[config.mk]
export PLATFORM = sky130hd
export DESIGN_NAME = jtag_ir_ctrl
export DESIGN_NICKNAME = d
export VERILOG_FILES = /design/src/rtl/jtag_ir_ctrl.sv
export SDC_FILE = /design/constraint.sdc
export NUM_CORES = 1
export LEC_CHECK = 0
export BUFFER_PORTS_ARGS = -buffer_cell sky130_fd_sc_hd__buf_4
export CAP_MARGIN = 40
export CORE_MARGIN = 5
export CORE_UTILIZATION = 49
export DETAILED_ROUTE_END_ITERATION = 10
export GPL_TIMING_DRIVEN = 1
export MAX_ROUTING_LAYER = met4
export PLACE_DENSITY = 0.77
export SETUP_SLACK_MARGIN = 0.4
export SLEW_MARGIN = 20
export SYNTH_ARGS = -nofsm -noshare
export SYNTH_HDL_FRONTEND = slang
export SYNTH_SLANG_ARGS = --single-unit
[constraint.sdc]
create_clock -name iclk -period 1.3 [get_ports iclk]
set_input_delay 0.26 -clock iclk [delete_from_list [all_inputs] [get_ports iclk]]
set_output_delay 0.26 -clock iclk [all_outputs]
set_load 0.01 [all_outputs]
[src/rtl/jtag_ir_ctrl.sv]
// JTAG instruction register: capture/shift/update stages, TLR handling and a protocol tracker.
// Optional JTAG_IR_STATUS_CAPTURE_EN adds status_in, loaded into the upper bits on Capture-IR.
module jtag_ir_ctrl #(
    parameter int                  IR_WIDTH    = 4,
    parameter logic [IR_WIDTH-1:0] RESET_INSTR = 'h1,
    parameter int                  CNT_W       = 6
) (
    input  logic                iclk,
    input  logic                reset,
    input  logic                tlr,
    input  logic                capture_ir,
    input  logic                shift_ir,
    input  logic                update_ir,
    input  logic                tdi,
`ifdef JTAG_IR_STATUS_CAPTURE_EN
    input  logic [IR_WIDTH-3:0] status_in,
`endif
    output logic                tdo,
    output logic [IR_WIDTH-1:0] instr,
    output logic                instr_valid,
    output logic [CNT_W-1:0]    shift_cnt,
    output logic                len_err,
    output logic                seq_err
);

    // state     | meaning
    // IDLE      | no capture since the last update / reset / TLR
    // CAPTURED  | capture seen, nothing shifted yet
    // SHIFTING  | at least one bit shifted since the capture
    typedef enum logic [1:0] {
        ST_IDLE     = 2'd0,
        ST_CAPTURED = 2'd1,
        ST_SHIFTING = 2'd2
    } state_t;

    localparam logic [IR_WIDTH-1:0] IR_BASE = IR_WIDTH'(2'b01);

    state_t              state;
    logic [IR_WIDTH-1:0] shift_reg;
    logic [IR_WIDTH-1:0] capture_val;

`ifdef JTAG_IR_STATUS_CAPTURE_EN
    assign capture_val = {status_in, 2'b01};
`else
    assign capture_val = IR_BASE;
`endif

    assign tdo = shift_reg[0];

    always_ff @(posedge iclk) begin
        if (reset) begin
            state       <= ST_IDLE;
            shift_reg   <= IR_BASE;
            instr       <= RESET_INSTR;
            instr_valid <= 1'b0;
            shift_cnt   <= '0;
            len_err     <= 1'b0;
            seq_err     <= 1'b0;
        end else if (tlr) begin
            // Same as reset, but the error flags survive for post-mortem reads.
            state       <= ST_IDLE;
            shift_reg   <= IR_BASE;
            instr       <= RESET_INSTR;
            instr_valid <= 1'b0;
            shift_cnt   <= '0;
        end else begin
            instr_valid <= update_ir;
            if (update_ir) begin
                instr   <= shift_reg;
                len_err <= (32'(shift_cnt) != IR_WIDTH);
                if (state == ST_IDLE) begin
                    seq_err <= 1'b1;
                end
            end
            if (capture_ir) begin
                shift_reg <= capture_val;
                shift_cnt <= '0;
                state     <= ST_CAPTURED;
            end else begin
                if (shift_ir) begin
                    shift_reg <= {tdi, shift_reg[IR_WIDTH-1:1]};
                    if (shift_cnt != '1) begin
                        shift_cnt <= shift_cnt + CNT_W'(1);
                    end
                end
                if (update_ir) begin
                    state <= ST_IDLE;
                end else if (shift_ir && state == ST_CAPTURED) begin
                    state <= ST_SHIFTING;
                end
            end
        end
    end

endmodule

==> metrics.md <==
| Metric | Value |
|---|---|
| Synthesized Nets | `93` |
| Final Max Tran Viols | `0` |
| Cell taking the most area after synthesis | `dfxtp_1` |
| # setup viols final | `0` |
| Unrepaired setup endpoints after global routing | `yes` |
| Finished Core Util | `0.7662` |
| Crit path time final | `1.127 ns` |
| Clock power frac | `0.292` |
| Syn Std Cell Area | `809.5 um2` |
| Wire per inst | `14.48 um` |
| Pwr/cell area | `roughly 800 nW/um2` |
| Initial antenna violation count | `0` |
| Switch share | `0.2256` |
| CTS tree | `done` |
| GP Congestion | `between 0.7 and 0.8` |
| Synth warn | `0` |
| Maximum VDD drop | `about 0.81 mV` |
| Req. time, crit path | `1.51 ns` |
| Clock insertion delay at the later pin of the skew report | `0.29 ns` |
| Layout area overhead | `45.90%` |
| Io pins | `21` |
| Worst Tran Pin Value | `0.2531 ns` |
| Post-route ant nets | `0` |
| Layout cell share with drive strength beyond 1 | `0.5175` |
| Reg clk slew, reported paths | `0.10 ns` |
| #FFs+latches synth | `19` |
| F_max | `a little under 900 MHz` |
| Critical path fanouts, max | `4` |
| Placed Area | `969.7 um2` |
| Yosys cell types | `25` |
| Setup WS pre-CTS | `0.03127 ns` |
| Total Power | `0.9682 mW` |
| Setup TNS | `0 ns` |
| Final Cycle Share | `0.8669` |
| Final Skew | `0.002346 ns` |
| Flop pwr share | `0.608` |
| Routed wire length | `roughly 1900 um` |
| Final HPWL DP | `1217 um` |
| Hold crit path type | `input port to flip-flop` |
| Fillers | `105` |
| Synth Instances | `84` |
| Initial DRC count | `2` |
| Register area share after synthesis | `0.4699` |
| First-pass DRT Iterations | `2` |
| Worst Setup End Kind | `flip-flop` |
| Avg Cell Area, Syn | `9.637 um2` |
| Site Rows | `14` |
| Number of global-route vias before repair | `approximately 700` |
| Maximum level of the CTS H-tree | `1` |
| Ant diodes | `0` |
| Worst setup SP type | `flip-flop` |
| Fin. Hold Viols | `0` |
| Clock root cell | `clkbuf_4` |
| Int Pwr | `0.7498 mW` |
| Cells after DPL | `116` |
| Max Cap Viol | `0` |
| Top cell type's share of synthesized area | `0.4699` |
| Vias | `704` |
| Total GRT Usage | `0.1619` |
| P_sw | `0.2184 mW` |
| Clock Path Buffers | `2` |
| Global-route wire length before repair | `~3200 um` |
| Final nets | `124` |
| Core Footprint | `around 1500 um2` |
| PortBufs | `20` |
| Vias/cell | `~5.4` |
| Clock Sink Count | `19` |
| Status | `complete, no violations` |
| Synth top area cells | `dfxtp_1 (47%), mux2i_1 (11%), nor3_1 (6.2%)` |
| Pleak | `roughly 0.50 nW` |
| Final instance area | `~1200 um2` |
| Global route overflow | `0` |
| Die height | `50.65 um` |
| Number of CTS-inserted buffers | `3` |
| Drc violations | `0` |
| Initial Utilization | `0.5252` |
| Hold_ws | `0.1869 ns` |
| Largest register FFs | `6` |
| Critical path class | `flip-flop to flip-flop` |
| WP data arrival | `1.34 ns` |
| Combinational Power Share | `0.100` |
| Max-slew headroom | `0.8311` |
| Chip width | `50.65 um` |
| Die Area | `2565 um2` |
| Worst Setup Slack, final | `roughly 0.17 ns` |
| Layout Cells excl Fill | `130` |
| Pin count of the biggest net entering global routing | `13` |
==> worst paths after layout <==
kind,from,depth (start not counted),slack (ns),to
worst min-delay path,tlr,2,0.19,instr_valid
worst min register to register,seq_err,2,0.48,seq_err
worst max register to register,shift_cnt[0],5,0.17,len_err
worst max-delay path,shift_cnt[0],5,0.17,len_err
==> synthesized netlist by cell type, drive strengths merged <==
master	instances
nand2	5
o211ai	1
and2b	1
o21a	1
o31ai	1
and4b	1
or3	1
nor2b	1
nand3	1
nor2	8
a21oi	3
ha	2
a211oi	2
inv	4
o211a	1
a31oi	2
nand4	1
nor3	10
buf	5
and4	3
nand2b	1
dfxtp	19
o2111ai	1
mux2i	9
==> what timing repair did <==
action                     in CTS  in global routing
setup buffers                   9                  1
gates resized for setup        33                  5
hold buffers                    0                  0
setup endpoints to repair      22                 21
pin swaps                      12                  6
==> logic make-up after synthesis <==
group,count (synthesis),synth area share
compound gates,12,0.1097
fa+ha+maj,2,0.03091
buf+inv,9,0.06490
flops,19,0.4699
mux,9,0.1113
simple gates,33,0.2133
==> placed cells by master (no fill, tap or decap), drive strengths merged, types with 2 or more instances in the layout <==
cell type and count:
a31oi 2, dfxtp 19, a21oi 3, and4 3, clkbuf 4, nor3 10, mux2i 9, nor2 8
ha 2, a211oi 2, inv 4, buf 31, nand2 5
==> worst max-delay path, stage by stage, from the launching register on <==
cell and delay [ns]:
dfxtp_4 0.38, buf_4 0.13, inv_4 0.04, ha_4 0.14, and4b_1 0.19, a211oi_2 0.18
==> final cells by class <==
type                    instances  area [um2]  area share
clock buffers                   4       26.28     0.02225
multi-input cells              56       426.7      0.3612
well taps                      16       20.02     0.01695
flip-flops and latches         19       412.9      0.3496
inverters                       4       17.52     0.01483
repair buffers                 31       277.8      0.2352
==> power groups by stage <==
stage	combinational [mW]	sequential [mW]	clock, mW
final	0.0970	0.589	0.282
after global routing	0.105	0.591	0.329
after CTS	0.0958	0.588	0.293
after detailed placement	0.0836	0.611	0
after global placement	0.0817	0.610	0
after floorplan	0.0548	0.613	0
==> layer usage <==
metal	share of wire	vias up	track usage	wire length (um)
li1	-	363	-	-
met1	0.41	328	0.1910	776
met2	0.55	11	0.2707	1030
met3	0.035	2	0.05325	65
met4	0.0048	0	0.02553	9
met5	0	-	-	0
(Power assumes the default switching activity.)
